File: src/rtl/universal_shift_register.sv
// Universal shift register: hold / shift-left / shift-right / parallel load, with a frame counter.
// Latency: po/so/shift_cnt/frame_valid update on the same rising edge the command is sampled.
// Backpressure: none; en=0 freezes state (frame_valid drops), sync_clr overrides everything.
//
// Ports:
//   clk          clock, all state changes on the rising edge
//   clear_n      asynchronous reset, active-low
//   sync_clr     synchronous clear, highest synchronous priority
//   en           command enable (0 = hold)
//   mode         00 HOLD, 01 SHL, 10 SHR, 11 LOAD
//   si           serial in (LSB on SHL, MSB on SHR)
//   pi           parallel load data
//   rot          (only with ROTATE_EN) recirculate the outgoing bit instead of si
//   po           register contents
//   so           bit shifted out by the most recent shift
//   frame_valid  one-cycle pulse when WIDTH counted shifts complete a frame
//   shift_cnt    counted shifts in the current frame
//
// Optional feature macro: ROTATE_EN (adds the rot input).

module universal_shift_register #(
    parameter int               WIDTH     = 3,
    parameter logic [WIDTH-1:0] RESET_VAL = '0,
    localparam int              CW        = $clog2(WIDTH + 1)
) (
    input  logic             clk,
    input  logic             clear_n,
    input  logic             sync_clr,
    input  logic             en,
    input  logic [1:0]       mode,
    input  logic             si,
    input  logic [WIDTH-1:0] pi,
`ifdef ROTATE_EN
    input  logic             rot,
`endif
    output logic [WIDTH-1:0] po,
    output logic             so,
    output logic             frame_valid,
    output logic [CW-1:0]    shift_cnt
);

    localparam logic [1:0] MODE_HOLD = 2'b00;
    localparam logic [1:0] MODE_SHL  = 2'b01;
    localparam logic [1:0] MODE_SHR  = 2'b10;
    localparam logic [1:0] MODE_LOAD = 2'b11;

    localparam logic [CW-1:0] CNT_LAST = CW'(WIDTH - 1);

    logic             rot_act;
    logic             shl_in;
    logic             shr_in;
    logic [WIDTH-1:0] po_nxt;
    logic             so_nxt;
    logic             fv_nxt;
    logic [CW-1:0]    cnt_nxt;
    logic             count_shift;

`ifdef ROTATE_EN
    assign rot_act = rot;
`else
    assign rot_act = 1'b0;
`endif

    // Rotation feeds the bit leaving the opposite end back in.
    assign shl_in = rot_act ? po[WIDTH-1] : si;
    assign shr_in = rot_act ? po[0]       : si;

    always_comb begin
        po_nxt      = po;
        so_nxt      = so;
        cnt_nxt     = shift_cnt;
        fv_nxt      = 1'b0;
        count_shift = 1'b0;

        if (sync_clr) begin
            po_nxt  = RESET_VAL;
            so_nxt  = 1'b0;
            cnt_nxt = '0;
        end else if (en) begin
            case (mode)
                MODE_SHL: begin
                    po_nxt      = {po[WIDTH-2:0], shl_in};
                    so_nxt      = po[WIDTH-1];
                    count_shift = !rot_act;
                end
                MODE_SHR: begin
                    po_nxt      = {shr_in, po[WIDTH-1:1]};
                    so_nxt      = po[0];
                    count_shift = !rot_act;
                end
                MODE_LOAD: begin
                    po_nxt  = pi;
                    cnt_nxt = '0;
                end
                MODE_HOLD: ;
                default: ;
            endcase

            // Only serial shift-ins build a frame; rotates leave the count alone.
            if (count_shift) begin
                if (shift_cnt == CNT_LAST) begin
                    cnt_nxt = '0;
                    fv_nxt  = 1'b1;
                end else begin
                    cnt_nxt = shift_cnt + CW'(1);
                end
            end
        end
    end

    always_ff @(posedge clk or negedge clear_n) begin
        if (!clear_n) begin
            po          <= RESET_VAL;
            so          <= 1'b0;
            frame_valid <= 1'b0;
            shift_cnt   <= '0;
        end else begin
            po          <= po_nxt;
            so          <= so_nxt;
            frame_valid <= fv_nxt;
            shift_cnt   <= cnt_nxt;
        end
    end

    // An unknown mode while enabled would silently corrupt state.
    mode_known_a: assert property (@(posedge clk) disable iff (!clear_n)
                                   (en && !sync_clr) |-> !$isunknown(mode));

endmodule

File: config.mk
export PLATFORM = sky130hd
export DESIGN_NAME = universal_shift_register
export DESIGN_NICKNAME = d
export VERILOG_FILES = /design/src/rtl/universal_shift_register.sv
export SDC_FILE = /design/constraint.sdc
export NUM_CORES = 1
export LEC_CHECK = 0
export CAP_MARGIN = 0
export CORE_AREA = 2 2 39 41
export CTS_BUF_LIST = sky130_fd_sc_hd__clkbuf_4
export DETAILED_ROUTE_END_ITERATION = 10
export DIE_AREA = 0 0 41 43
export SLEW_MARGIN = 20
export SYNTH_ARGS = -nofsm -noshare
export SYNTH_HDL_FRONTEND = slang
export SYNTH_SLANG_ARGS = --single-unit
File: constraint.sdc
create_clock -name clk -period 1.03 [get_ports clk]
set_input_delay 0.1545 -clock clk [delete_from_list [all_inputs] [get_ports clk]]
set_output_delay 0.1545 -clock clk [all_outputs]
set_load 0.03 [all_outputs]
==> impl_results.md, run 1 <==
* Share of the synthesized netlist area taken by xor and xnor gates at 0%
* Count of hold buffers inserted by post-cts repair at 0
* Worst min path class: in2async
* Gate count of the mapped netlist at 42
* Normalized max-slew margin at 77.6%
* Max-Cap Viols at 0
* Die span in x at 41 um
* Detailed-placement wirelength estimate at approximately 800 um
* Final instance area at 732 um2
* Layout overhead on the synthesized area at 67.1%
* Worst Max-Slew Pin Slew at 0.335 ns
* Highest cell delay on the worst timing path at 0.41 ns
* Clock-pin slew reported for the worst setup and hold paths after clock tree synthesis at 0.06 ns
* Share of Yosys cell area claimed by the top area cell type at 40.0%
* Overflow after GRT at 0
* TritonCTS clock tree: done
* Number of setup violations in the final report at 0
* Placer congestion estimate at 0.713
* All-Layer GR Usage at 14.5%
* Net count after synthesis at 56
* Maximum number of buffers from clock root to sink at 2
* Number of placement rows at 14
* Count of boundary I/O pins at 17
* Placed cell areas at 673 um2
* Total negative slack at 0 ns
* Register cell area after layout at 175 um2
* Starting Density at 31.6%
* Biggest area contributors in the synthesized netlist: sky130_fd_sc_hd__dfrtp_1 40%, sky130_fd_sc_hd__ha_1 11%, sky130_fd_sc_hd__a21oi_1 5.7%, sky130_fd_sc_hd__a22oi_1 5.1%, sky130_fd_sc_hd__a21bo_2 4.6%
* Setup repair after global routing missed its margin: false
* Most frequent cells in the layout: 14 x sky130_fd_sc_hd__buf_4, 7 x sky130_fd_sc_hd__dfrtp_1, 6 x sky130_fd_sc_hd__clkdlybuf4s50_1, 5 x sky130_fd_sc_hd__a21oi_1
* Number of max-slew violations in the final report at 0
* Fin crit share at 96.8%
* Input/output buffers at 16
* Static Leakage at 0.348 nW
* Multi-input gate area in the final layout at roughly 280 um2
* Vias in the first global route at 425
* Most common cell after layout, fill and taps aside: sky130_fd_sc_hd__buf_4
* Wire length of the first global-routing pass at approximately 1.7 mm
* Maximum operating frequency at 1000 MHz
* Number of buffers added by the clock tree synthesis step at 3
* Arithmetic-cell share of the synthesized area counting full adders, half adders and majority gates at 11.4%
* Maximum number of pins on one net before global-route repair at 8
* Fraction of layout instances using a drive strength above 1 at 45.1%
* Total power divided by cell area at 1150 nW/um2
* CTS H-tree depth at 1
* Simple-gate share of the synthesized area at between 15 and 20%
* CTS root buf: sky130_fd_sc_hd__clkbuf_4
* Capturing element type of the critical path: output pin
* Synthesized area divided by synthesized cell count at 10.4 um2
* Count of buffer and inverter cells on the critical path at 1
* Synth unique cells at 19
* First-pass detailed-route iteration total at 2
* Clock latency on the worst-skew pair at ~0.25 ns
* Share of the yosys chip area belonging to registers at about two fifths
* Drt drc at 0
* Count of nets after finishing at 86
* Required arrival time at the worst endpoint at 0.88 ns
* Routed wire length at 1.04 mm
* Diode insertion count for antenna repair at 0
* Total Die Area at 1760 um2
* Die H at 43 um
* Average wire length per cell after detail routing at 11.9 um
* Clock period minus final worst setup slack at 0.997 ns
* Post-Route Skew at 0.00505 ns
* Placed Cells at 82
* Flip-flop and latch count after synthesis at 7
* IR drop worst, VDD at about 0.64 mV
* Via-to-Cell Ratio at 4.70
* Count of vias placed by the detailed router at 409
* Number of nets with antenna violations after detailed routing at 0
* Biggest fanout along the worst timing path at 4
* Multiplexer share of the synthesized area at 2.29%
* Worst setup path category: reg2out
* Number of DRC markers after the initial detailed-route iteration at 4
* Yosys warns at 0
* Cell type contributing the most total cell area after synthesis: sky130_fd_sc_hd__dfrtp_1
* Worst-case setup margin in the final layout at roughly 0.033 ns
* Ordered list of cells on the worst path: buf_4
* Post-synthesis compound-gate area fraction at 26.3%
* Area of the mapped netlist at 438 um2
* Critical path arrival at 0.84 ns
* Floorplan Core Area at 1380 um2
* Cell family with the largest share of critical-path delay: flip-flops
* Slowest stage cell on the critical path: sky130_fd_sc_hd__dfrtp_1
* Post-layout util at 52.9%
* Final cell count without fillers at a little under 90
* Startpoint type of the worst setup path: flop
* Fill count at between 100 and 150
* Main combinational cell family by area after synthesis: compound AO/OA/AOI/OAI gates
* Worst setup timing slack at the placement stage at -0.603 ns
* Number of antenna violations at the first check in global routing at 0
* Final Hold Vio Count at 0
* Number of clock sinks seen by CTS at 7
* Result of the run: complete, no violations
## synth_stat cells, drive strengths merged
library cell and count:
o21a 1, nand2 4, mux2i 1, nor2 3
and4b 1, nor3b 1, dfrtp 7, a311oi 3
a211oi 1, a21oi 5, a21bo 2, nand2b 2
ha 4, a22oi 3, and2 1, buf 1
inv 2
## cell type report
cell class | count | area share (%)
clock buffers | 4 | 4.10
inverters | 2 | 1.03
multi-input cells | 32 | 37.9
flip-flops and latches | 7 | 23.9
well taps | 16 | 2.74
repair buffers | 26 | 30.3
## power breakdown
| part | switching (mW) | internal, mW | total, mW |
|---|---|---|---|
| Clock | 0.104 | 0.174 | 0.278 |
| Sequential | 0.0177 | 0.293 | 0.310 |
| Combinational | 0.123 | 0.132 | 0.256 |
## worst register-to-register path: cells and delay by family, from the launching register on
kind	cells	cell delay, ns
AO/OA/AOI/OAI	2	0.32
buffers and inverters	1	0.13
flip-flops	1	0.39
## stage by stage
stage               total power, mW  hold WS, ns
floorplan                     0.442       -0.141
global placement              0.557        0.443
detailed placement            0.558        0.447
CTS                           0.849        0.171
global route                  0.897        0.195
finish                        0.844        0.168
## kinds of logic (layout without fill, tap and decap cells)
| logic type | count (synthesis) | in the layout |
|---|---|---|
| fa+ha+maj | 4 | 4 |
| flops | 7 | 7 |
| buf+inv | 3 | 32 |
| mux | 1 | 1 |
| compound gates | 15 | 15 |
| simple gates | 12 | 12 |
## per-layer routing
metal / share of wire [%] / vias to the layer above / routed length, um / GRT usage [%]
met5: 0 / - / 0 / 0
met4: 0.96 / 0 / 10 / 10.0
met3: 4.5 / 2 / 47 / 3.14
met2: 48 / 9 / 496 / 20.9
met1: 47 / 185 / 483 / 18.2
li1: - / 213 / - / -
## path summary, 6_finish.rpt
kind | from | end | slack, ns | cells after the start
worst max-delay path | po[0] | po[0] | 0.03 | 1
worst min-delay path | clear_n | po[0] | 0.17 | 1
worst max register to register | shift_cnt[1] | shift_cnt[1] | 0.11 | 3
worst min register to register | so | so | 0.56 | 2
max in group asynchronous | clear_n | shift_cnt[1] | 0.61 | 1
min in group clk | en | shift_cnt[1] | 0.40 | 4
## registers in the layout, indices dropped and copies added, names as in the netlist
| name | count |
|---|---|
| shift_cnt | 2 |
| po | 3 |
| so | 1 |
| frame_valid | 1 |
## repair_timing
action / in CTS / in global routing
resized for setup: 10 / 8
gates cloned: 0 / 0
setup buffers: 1 / 1
endpoints found under the setup margin: 8 / 9
pin swaps: 1 / 2
(Power assumes the default switching activity.)
==> inputs of run 2 (changes only) <==
- clock period: 1.03 -> 1.19 ns (I/O delays scaled with it)
==> run 2 against run 1 <==
Net effect: critical path depth is 4 higher; utilization is 2.3 points lower; global-route usage is 0.19 points lower; critical endpoint is now po[0]; largest cell class unchanged; register-to-register slack better by 0.16 ns; power is 15% lower; first-iteration DRC count grew to 2.5 times the previous value; via count is 2.2% higher; worst hold slack better by 0.021 ns; design area is 4.3% lower; die area stayed put; non-clock buffer count is 5 lower; sequential cell count stayed put.
==> impl_results.md, run 2 (synthesized netlist as in run 1, its figures left out) <==
* Result of the run: complete, no violations
* Number of DRC markers after the initial detailed-route iteration at 10
* Clock period minus final worst setup slack at 1.14 ns
* CTS H-tree depth at 1
* Critical path arrival at 1.28 ns
* Setup repair after global routing missed its margin: false
* Total negative slack at 0 ns
* Buffer count from post-CTS setup fixing at 0
* Detailed-placement wirelength estimate at 824 um
* Count of buffer and inverter cells on the critical path at 1
* Placed cell areas at roughly 630 um2
* Most frequent cells in the layout: 11 x sky130_fd_sc_hd__buf_4, 7 x sky130_fd_sc_hd__dfrtp_1, 7 x sky130_fd_sc_hd__clkdlybuf4s50_1, 5 x sky130_fd_sc_hd__a21oi_1
* Most common cell after layout, fill and taps aside: sky130_fd_sc_hd__buf_4
* Highest cell delay on the worst timing path at 0.33 ns
* Number of setup violations in the final report at 0
* Final Hold Vio Count at 0
* IR drop worst, VDD at 0.672 mV
* Count of hold buffers inserted by post-cts repair at 0
* Required arrival time at the worst endpoint at 1.34 ns
* Worst setup path category: in2reg
* Post-Route Skew at 0.00366 ns
* CTS root buf: sky130_fd_sc_hd__clkbuf_4
* Worst Max-Slew Pin Slew at 0.321 ns
* Clock latency on the worst-skew pair at 0.25 ns
* Slowest stage cell on the critical path: sky130_fd_sc_hd__ha_4
* Registers with the highest flip-flop counts: po: 3 flops, shift_cnt: 2 flops
* Post-layout util at 50.6%
* Number of nets with antenna violations after detailed routing at 0
* TritonCTS clock tree: done
* Number of flip-flops in the largest register at 3
* Worst setup timing slack at the placement stage at -0.573 ns
* R2R Path Start: po[1]
* Critical Path Stages at 5
* Number of placement rows at 14
* Die span in x at 41 um
* Fin crit share at 95.4%
* Ordered list of cells on the worst path: dlygate4sd2_1 > ha_4 > nand2b_4 > and2_4 > a311oi_2
* Placer congestion estimate at just over 0.7
* Number of clock sinks seen by CTS at 7
* Maximum number of pins on one net before global-route repair at 8
* Worst-case setup margin in the final layout at 0.0545 ns
* Layout overhead on the synthesized area at 60.0%
* Reg-to-reg setup timing slack at 0.27 ns
* Number of antenna violations at the first check in global routing at 0
* Average wire length per cell after detail routing at 13.3 um
* Startpoint type of the worst setup path: input port
* Final instance area at 701 um2
* All-Layer GR Usage at 14.3%
* Diode insertion count for antenna repair at 0
* Count of vias placed by the detailed router at 418
* Placed Cells at 78
* Via-to-Cell Ratio at around 5
* Capture instance of the worst register-to-register path: po[2]
* Worst setup path startpoint: mode[1]
* Final cell count without fillers at 82
* Worst min path class: in2async
* Static Leakage at 0.317 nW
* Number of max-slew violations in the final report at 0
* Routed wire length at 1.09 mm
* Die H at approximately 43 um
* Biggest fanout along the worst timing path at 6
* Wire length of the first global-routing pass at 1.62 mm
* Minimum hold slack at 0.188 ns
* Overflow after GRT at 0
* Capturing element type of the critical path: flop
* Top reg by flops: po
* Vias in the first global route at 366
* Count of nets after finishing at 81
* Overall power at around 0.72 mW
* Count of boundary I/O pins at 17
* First-pass detailed-route iteration total at 4
* Drt drc at 0
* Maximum number of buffers from clock root to sink at 2
* Fraction of layout instances using a drive strength above 1 at 42.4%
* Clock-pin slew reported for the worst setup and hold paths after clock tree synthesis at 0.05 ns
* Floorplan Core Area at between 1000 and 1500 um2
* Normalized max-slew margin at between 70% and 80%
* Max-Cap Viols at 0
* Input/output buffers at 16
* Total Die Area at roughly 1800 um2
* Cell family with the largest share of critical-path delay: adder cells
* Worst Reg2Reg Path Length in Cells at 2
* Total power divided by cell area at between 1000 and 1500 nW/um2
* Maximum operating frequency at 881 MHz
* Starting Density at 31.6%
* Number of buffers added by the clock tree synthesis step at 3
* Worst setup path endpoint: po[0]
-- run 2: changes by cell type in the layout (fill, tap and decap cells not counted), sizes merged --
cell / change
dlygate4sd2: +2
clkbuf: +1
clkdlybuf4s50: +1
buf: -8
dlymetal6s2s: -1
-- run 2: what timing repair did --
item,in CTS,in global routing
cloned,0,0
resized for setup,10,3
setup endpoints to repair,7,5
-- run 2: area by class of cell --
type,instances,area [um2]
Sequential cell,7,175
Inverter,2,7.51
Timing Repair Buffer,21,175
Fill cell,132,683
Tap cell,16,20.0
Clock buffer,4,30.0
Multi-Input combinational cell,32,293
-- run 2: how the worst min path moves through the flow --
stage,startpoint,to,slack [ns],depth (start not counted)
floorplan,clear_n,frame_valid,-0.12,0
global placement,clear_n,so,0.46,1
detailed placement,clear_n,so,0.47,1
CTS,clear_n,frame_valid,0.19,1
global route,clear_n,po[1],0.21,1
finish,clear_n,so,0.19,1
-- run 2: layer usage --
layer | global-route usage [%] | wire [um] | up-vias
met3 | 8.38 | 115 | 0
met4 | 2.00 | 0 | 0
met5 | 0 | 0 | -
li1 | - | - | 202
met2 | 21.6 | 497 | 18
met1 | 17.5 | 479 | 198
-- run 2: where the power goes --
| part | internal [mW] | total, mW | switching [mW] |
|---|---|---|---|
| Combinational | 0.106 | 0.214 | 0.108 |
| Clock | 0.150 | 0.234 | 0.0835 |
| Sequential | 0.254 | 0.270 | 0.0169 |
| Total | 0.510 | 0.719 | 0.209 |
==> inputs of run 3 (changes only) <==
- PLACE_DENSITY: not set -> 0.6
==> results of run 3 <==
No change in the layout: final DEF, timing and power equal those of run 2.
==> RTL change 1, RTL diff (flow settings as in run 1) <==
Add an input register stage for `sync_clr`, `en`, `mode`, `si` and `pi`; this delays them by one clock.
--- a/src/rtl/universal_shift_register.sv
+++ b/src/rtl/universal_shift_register.sv
@@ -48,2 +48,16 @@
 
+    logic sync_clr_q;
+    logic en_q;
+    logic [1:0] mode_q;
+    logic si_q;
+    logic [WIDTH-1:0] pi_q;
+
+    always_ff @(posedge clk) begin
+        sync_clr_q <= sync_clr;
+        en_q       <= en;
+        mode_q     <= mode;
+        si_q       <= si;
+        pi_q       <= pi;
+    end
+
     logic             rot_act;
@@ -64,4 +78,4 @@
     // Rotation feeds the bit leaving the opposite end back in.
-    assign shl_in = rot_act ? po[WIDTH-1] : si;
-    assign shr_in = rot_act ? po[0]       : si;
+    assign shl_in = rot_act ? po[WIDTH-1] : si_q;
+    assign shr_in = rot_act ? po[0]       : si_q;
 
@@ -74,3 +88,3 @@
 
-        if (sync_clr) begin
+        if (sync_clr_q) begin
             po_nxt  = RESET_VAL;
@@ -78,4 +92,4 @@
             cnt_nxt = '0;
-        end else if (en) begin
-            case (mode)
+        end else if (en_q) begin
+            case (mode_q)
                 MODE_SHL: begin
@@ -91,3 +105,3 @@
                 MODE_LOAD: begin
-                    po_nxt  = pi;
+                    po_nxt  = pi_q;
                     cnt_nxt = '0;
@@ -126,3 +140,3 @@
     mode_known_a: assert property (@(posedge clk) disable iff (!clear_n)
-                                   (en && !sync_clr) |-> !$isunknown(mode));
+                                   (en_q && !sync_clr_q) |-> !$isunknown(mode_q));
 
Formal check against the unedited RTL: not equivalent (a bounded check fails within 4 cycles, from zero or initial values).
==> RTL change 1 against run 1 <==
- the flow now finishes with violations (negative setup slack)
- power grew 48%
- register-to-register slack lost 390 ps
- sequential cell count grew 8
- critical path depth grew 4
- sequential share of layout area grew 14 points
- area after synthesis grew 30%
- setup slack lost 320 ps
- first-iteration DRC count grew 75%
- die area is the same
- cell area grew 23%
- global-route usage grew 1.2 points
- wire length grew 10%
- critical path type is now reg2reg
- highest routed layer unchanged
==> RTL change 1: results (changes against run 1) <==
<table>
<tr><th>Metric</th><th>Value</th></tr>
<tr><th colspan="2">Status</th></tr>
<tr><td>Outcome</td><td>finished with violations</td></tr>
<tr><td>Failing checks</td><td>negative setup slack</td></tr>
<tr><th colspan="2">Detailed routing</th></tr>
<tr><td>Drt first-iter violations</td><td>7 (+3)</td></tr>
<tr><td>Length of routed met3 wiring</td><td>74 um (+57%)</td></tr>
<tr><td>First drt pass iteration count</td><td>4 (+2)</td></tr>
<tr><td>Met2 routed wirelength</td><td>542 um (+9.3%)</td></tr>
<tr><td>Met1 routed wirelength after detailed routing</td><td>514 um (+6.4%)</td></tr>
<tr><th colspan="2">Timing</th></tr>
<tr><td>Final setup vio count</td><td>7 (+7)</td></tr>
<tr><td>Skew final</td><td>4.33 ps (-0.722 ps)</td></tr>
<tr><td>Post-layout worst setup margin</td><td>-284 ps (-317 ps)</td></tr>
<tr><td>Hold Slack</td><td>140 ps (-27.7 ps)</td></tr>
<tr><th colspan="2">Setup path</th></tr>
<tr><td>Slowest cell delay on critical path</td><td>390 ps (-20 ps)</td></tr>
<tr><td>Critical-path top delay cell</td><td>sky130_fd_sc_hd__dfxtp_4</td></tr>
<tr><th colspan="2">Cells and area</th></tr>
<tr><td>Proportion of layout cells with a drive suffix above 1</td><td>40.5% (-4.6 points)</td></tr>
<tr><td>Final Non-Filler Cells</td><td>95 (+9.2%)</td></tr>
<tr><th colspan="2">Power</th></tr>
<tr><td>LEAKAGE</td><td>0.000397 uW (+14%)</td></tr>
<tr><td>Relative contribution of sequential cells to total power</td><td>52.2% (+15 points)</td></tr>
<tr><td>Sw Pwr</td><td>314 uW (+28%)</td></tr>
<tr><th colspan="2">GRT</th></tr>
<tr><td>M1 GR Usage</td><td>18.6% (+0.43 points)</td></tr>
<tr><td>Largest net degree at the start of global routing</td><td>9 (+1)</td></tr>
<tr><td>First-pass GRT wire length</td><td>1810 um (+6.9%)</td></tr>
<tr><td>GRT Overall Usage</td><td>15.7% (+1.2 points)</td></tr>
<tr><th colspan="2">Placement</th></tr>
<tr><td>Dpl cell area</td><td>788 um^2 (+17%)</td></tr>
<tr><th colspan="2">Synthesis</th></tr>
<tr><td>Leading cell types by total area after synthesis</td><td>sky130_fd_sc_hd__dfrtp_1 31%, sky130_fd_sc_hd__dfxtp_1 28%, sky130_fd_sc_hd__ha_1 8.8%</td></tr>
<tr><th colspan="2">CTS</th></tr>
<tr><td>Clock insertion delay at the later pin of the skew report</td><td>270 ps (+20 ps)</td></tr>
</table>
-- RTL change 1: repair_timing --
| item | CTS | global route |
|---|---|---|
| setup endpoints to repair | 12 | 11 |
| resized for setup | 2 | 10 |
| buffers inserted | 4 | 1 |
| hold endpoints to repair | 0 | 0 |
| pin swaps | 0 | 0 |
-- RTL change 1: worst max-delay path: cells and delay by family, from the launching register on --
kind | cells | cell delay [ps]
simple gates | 2 | 500
buf+inv | 1 | 40
compound gates | 1 | 120
flops | 1 | 390
fa+ha+maj | 1 | 210
-- RTL change 1: logic make-up (layout without fill, tap and decap cells) --
logic type                 Yosys count  in the layout  synth area share [%]
AOI/OAI and AO/OA                   15             15                  17.3
adders and majority gates            4              4                  8.77
buffers and inverters                3             32                  1.97
DFF                                 15             15                  58.8
muxes                                1              1                  1.75
and+or+nand+nor                     12             12                  11.4
-- RTL change 1: layout make-up --
cell class,instances,area (um^2)
sequential,15,340
multi-input combinational,32,278
tap,16,20.0
fill,113,480
inverter,3,13.8
timing repair buffer,25,221
clock buffer,4,30.0
==> RTL change 2, RTL diff (settings of run 1) <==
Made on the original files. Set the parameter `WIDTH` to 6 (it was 3).
--- a/src/rtl/universal_shift_register.sv
+++ b/src/rtl/universal_shift_register.sv
@@ -21,3 +21,3 @@
 module universal_shift_register #(
-    parameter int               WIDTH     = 3,
+    parameter int               WIDTH     = 6,
     parameter logic [WIDTH-1:0] RESET_VAL = '0,
Interface: changed (resized pi, po and shift_cnt); port bits go from 17 to 24. The function was not compared with the original's and may differ.
==> RTL change 2 against run 1 <==
- sequential cell count grew 4
- power grew 50%
- first-iteration DRC count grew to 5.3 times the old value
- synthesized cell count grew 60%
- critical path depth is the same
- wire length grew 86%
- die area is the same
- cell area grew 58%
- via count grew 75%
- area after synthesis grew 62%
- setup slack lost 5.9 ps
- worst hold slack gained 7.3 ps
- sequential power grew 56%
- register-to-register slack lost 70 ps
- largest power group unchanged
==> RTL change 2: results (changes against run 1) <==
<table>
<tr><th>Metric</th><th>Value</th></tr>
<tr><th colspan="2">GRT</th></tr>
<tr><td>First-pass GRT wire length</td><td>2920 um (+73%)</td></tr>
<tr><td>Number of global-route vias before repair</td><td>693 (+63%)</td></tr>
<tr><td>Largest net degree at the start of global routing</td><td>15 (+7)</td></tr>
<tr><th colspan="2">Detailed routing</th></tr>
<tr><td>Total Wirelength</td><td>1930 um (+86%)</td></tr>
<tr><td>First drt pass iteration count</td><td>4 (+2)</td></tr>
<tr><td>Drt first-iter violations</td><td>21 (+17)</td></tr>
<tr><th colspan="2">Status</th></tr>
<tr><td>Outcome</td><td>finished clean</td></tr>
<tr><th colspan="2">Placement</th></tr>
<tr><td>Final weighted congestion in routability-driven placement</td><td>0.799 (+12%)</td></tr>
<tr><td>Post-Place Setup Slack</td><td>-673 ps (-69.9 ps)</td></tr>
<tr><td>IO buf count</td><td>23 (+7)</td></tr>
<tr><th colspan="2">Setup path</th></tr>
<tr><td>R2R Path Start</td><td>po[5]$_DFFE_PN0P_</td></tr>
<tr><td>Largest driver fanout on the critical path</td><td>3 (-1)</td></tr>
<tr><td>R2r setup slk</td><td>40 ps (-70 ps)</td></tr>
<tr><th colspan="2">Cells and area</th></tr>
<tr><td>Final nets</td><td>130 (+51%)</td></tr>
<tr><td>Final-layout fill cell count</td><td>83 (-38%)</td></tr>
<tr><td>Largest regs</td><td>po: 6 flops, shift_cnt: 3 flops</td></tr>
<tr><th colspan="2">Timing</th></tr>
<tr><td>Skew final</td><td>6.03 ps (+0.980 ps)</td></tr>
<tr><th colspan="2">Synthesis</th></tr>
<tr><td>Number of unique standard cell types used by synthesis</td><td>25 (+6)</td></tr>
<tr><td>Leading cell types by total area after synthesis</td><td>sky130_fd_sc_hd__dfrtp_1 39%, sky130_fd_sc_hd__a311oi_2 13%, sky130_fd_sc_hd__ha_1 7.0%</td></tr>
<tr><td>Share of the yosys chip area belonging to registers</td><td>38.7% (-1.3 points)</td></tr>
<tr><td>Net count after synthesis</td><td>84 (+50%)</td></tr>
<tr><th colspan="2">Power</th></tr>
<tr><td>Comb power</td><td>467 uW (+82%)</td></tr>
<tr><td>Max VDD drop</td><td>744 uV (+17%)</td></tr>
<tr><td>Internal power</td><td>876 uW (+46%)</td></tr>
<tr><td>Clock group total power</td><td>320 uW (+15%)</td></tr>
</table>
## RTL change 2: worst max-delay path by stage
stage	start	to	slack [ps]	depth (start not counted)
6_report	po[5]$_DFFE_PN0P_	po[5]	30	1
5_1_grt	po[2]$_DFFE_PN0P_	po[2]	-3	1
4_1_cts	po[5]$_DFFE_PN0P_	po[5]	6	1
3_5_place_dp	mode[1]	po[4]$_DFFE_PN0P_	-670	5
3_3_place_gp	mode[1]	shift_cnt[1]$_DFFE_PN0P_	-630	5
2_1_floorplan	mode[0]	shift_cnt[1]$_DFFE_PN0P_	-240	7
## RTL change 2: per-layer routing
layer / global-route usage, % / vias up / part of all wire, %
met3: 4.71 / 2 / 5.6
li1: - / 341 / -
met1: 31.8 / 344 / 43
met5: 0 / - / 0
met2: 38.4 / 27 / 51
met4: 8.00 / 0 / 0.52
## RTL change 2: cell type report
cell class | count | share of cell area (%)
Multi-Input combinational cell | 48 | 36.3
Clock buffer | 4 | 2.60
Tap cell | 16 | 1.73
Inverter | 3 | 0.975
Sequential cell | 11 | 24.1
Timing Repair Buffer | 46 | 34.3
## RTL change 2: metrics by stage
| stage | area [um^2] | hold WS, ps |
|---|---|---|
| detailed placement | 1000 | 467 |
| floorplan | 738 | -141 |
| global placement | 1000 | 467 |
| CTS | 1080 | 172 |
| global route | 1150 | 185 |
| finish | 1150 | 175 |
## RTL change 2: cell families after synthesis
family	share of synthesized area, %
AOI/OAI and AO/OA	29.9
and+or+nand+nor	15.3
DFF	38.7
buffers and inverters	7.57
adders and majority gates	7.04
muxes	1.41
## RTL change 2: repair_timing
action,4_1_cts,5_1_grt
buffers inserted,5,6
gates resized for setup,13,5
gates cloned,0,1
endpoints found under the setup margin,16,12
pin swaps,4,1
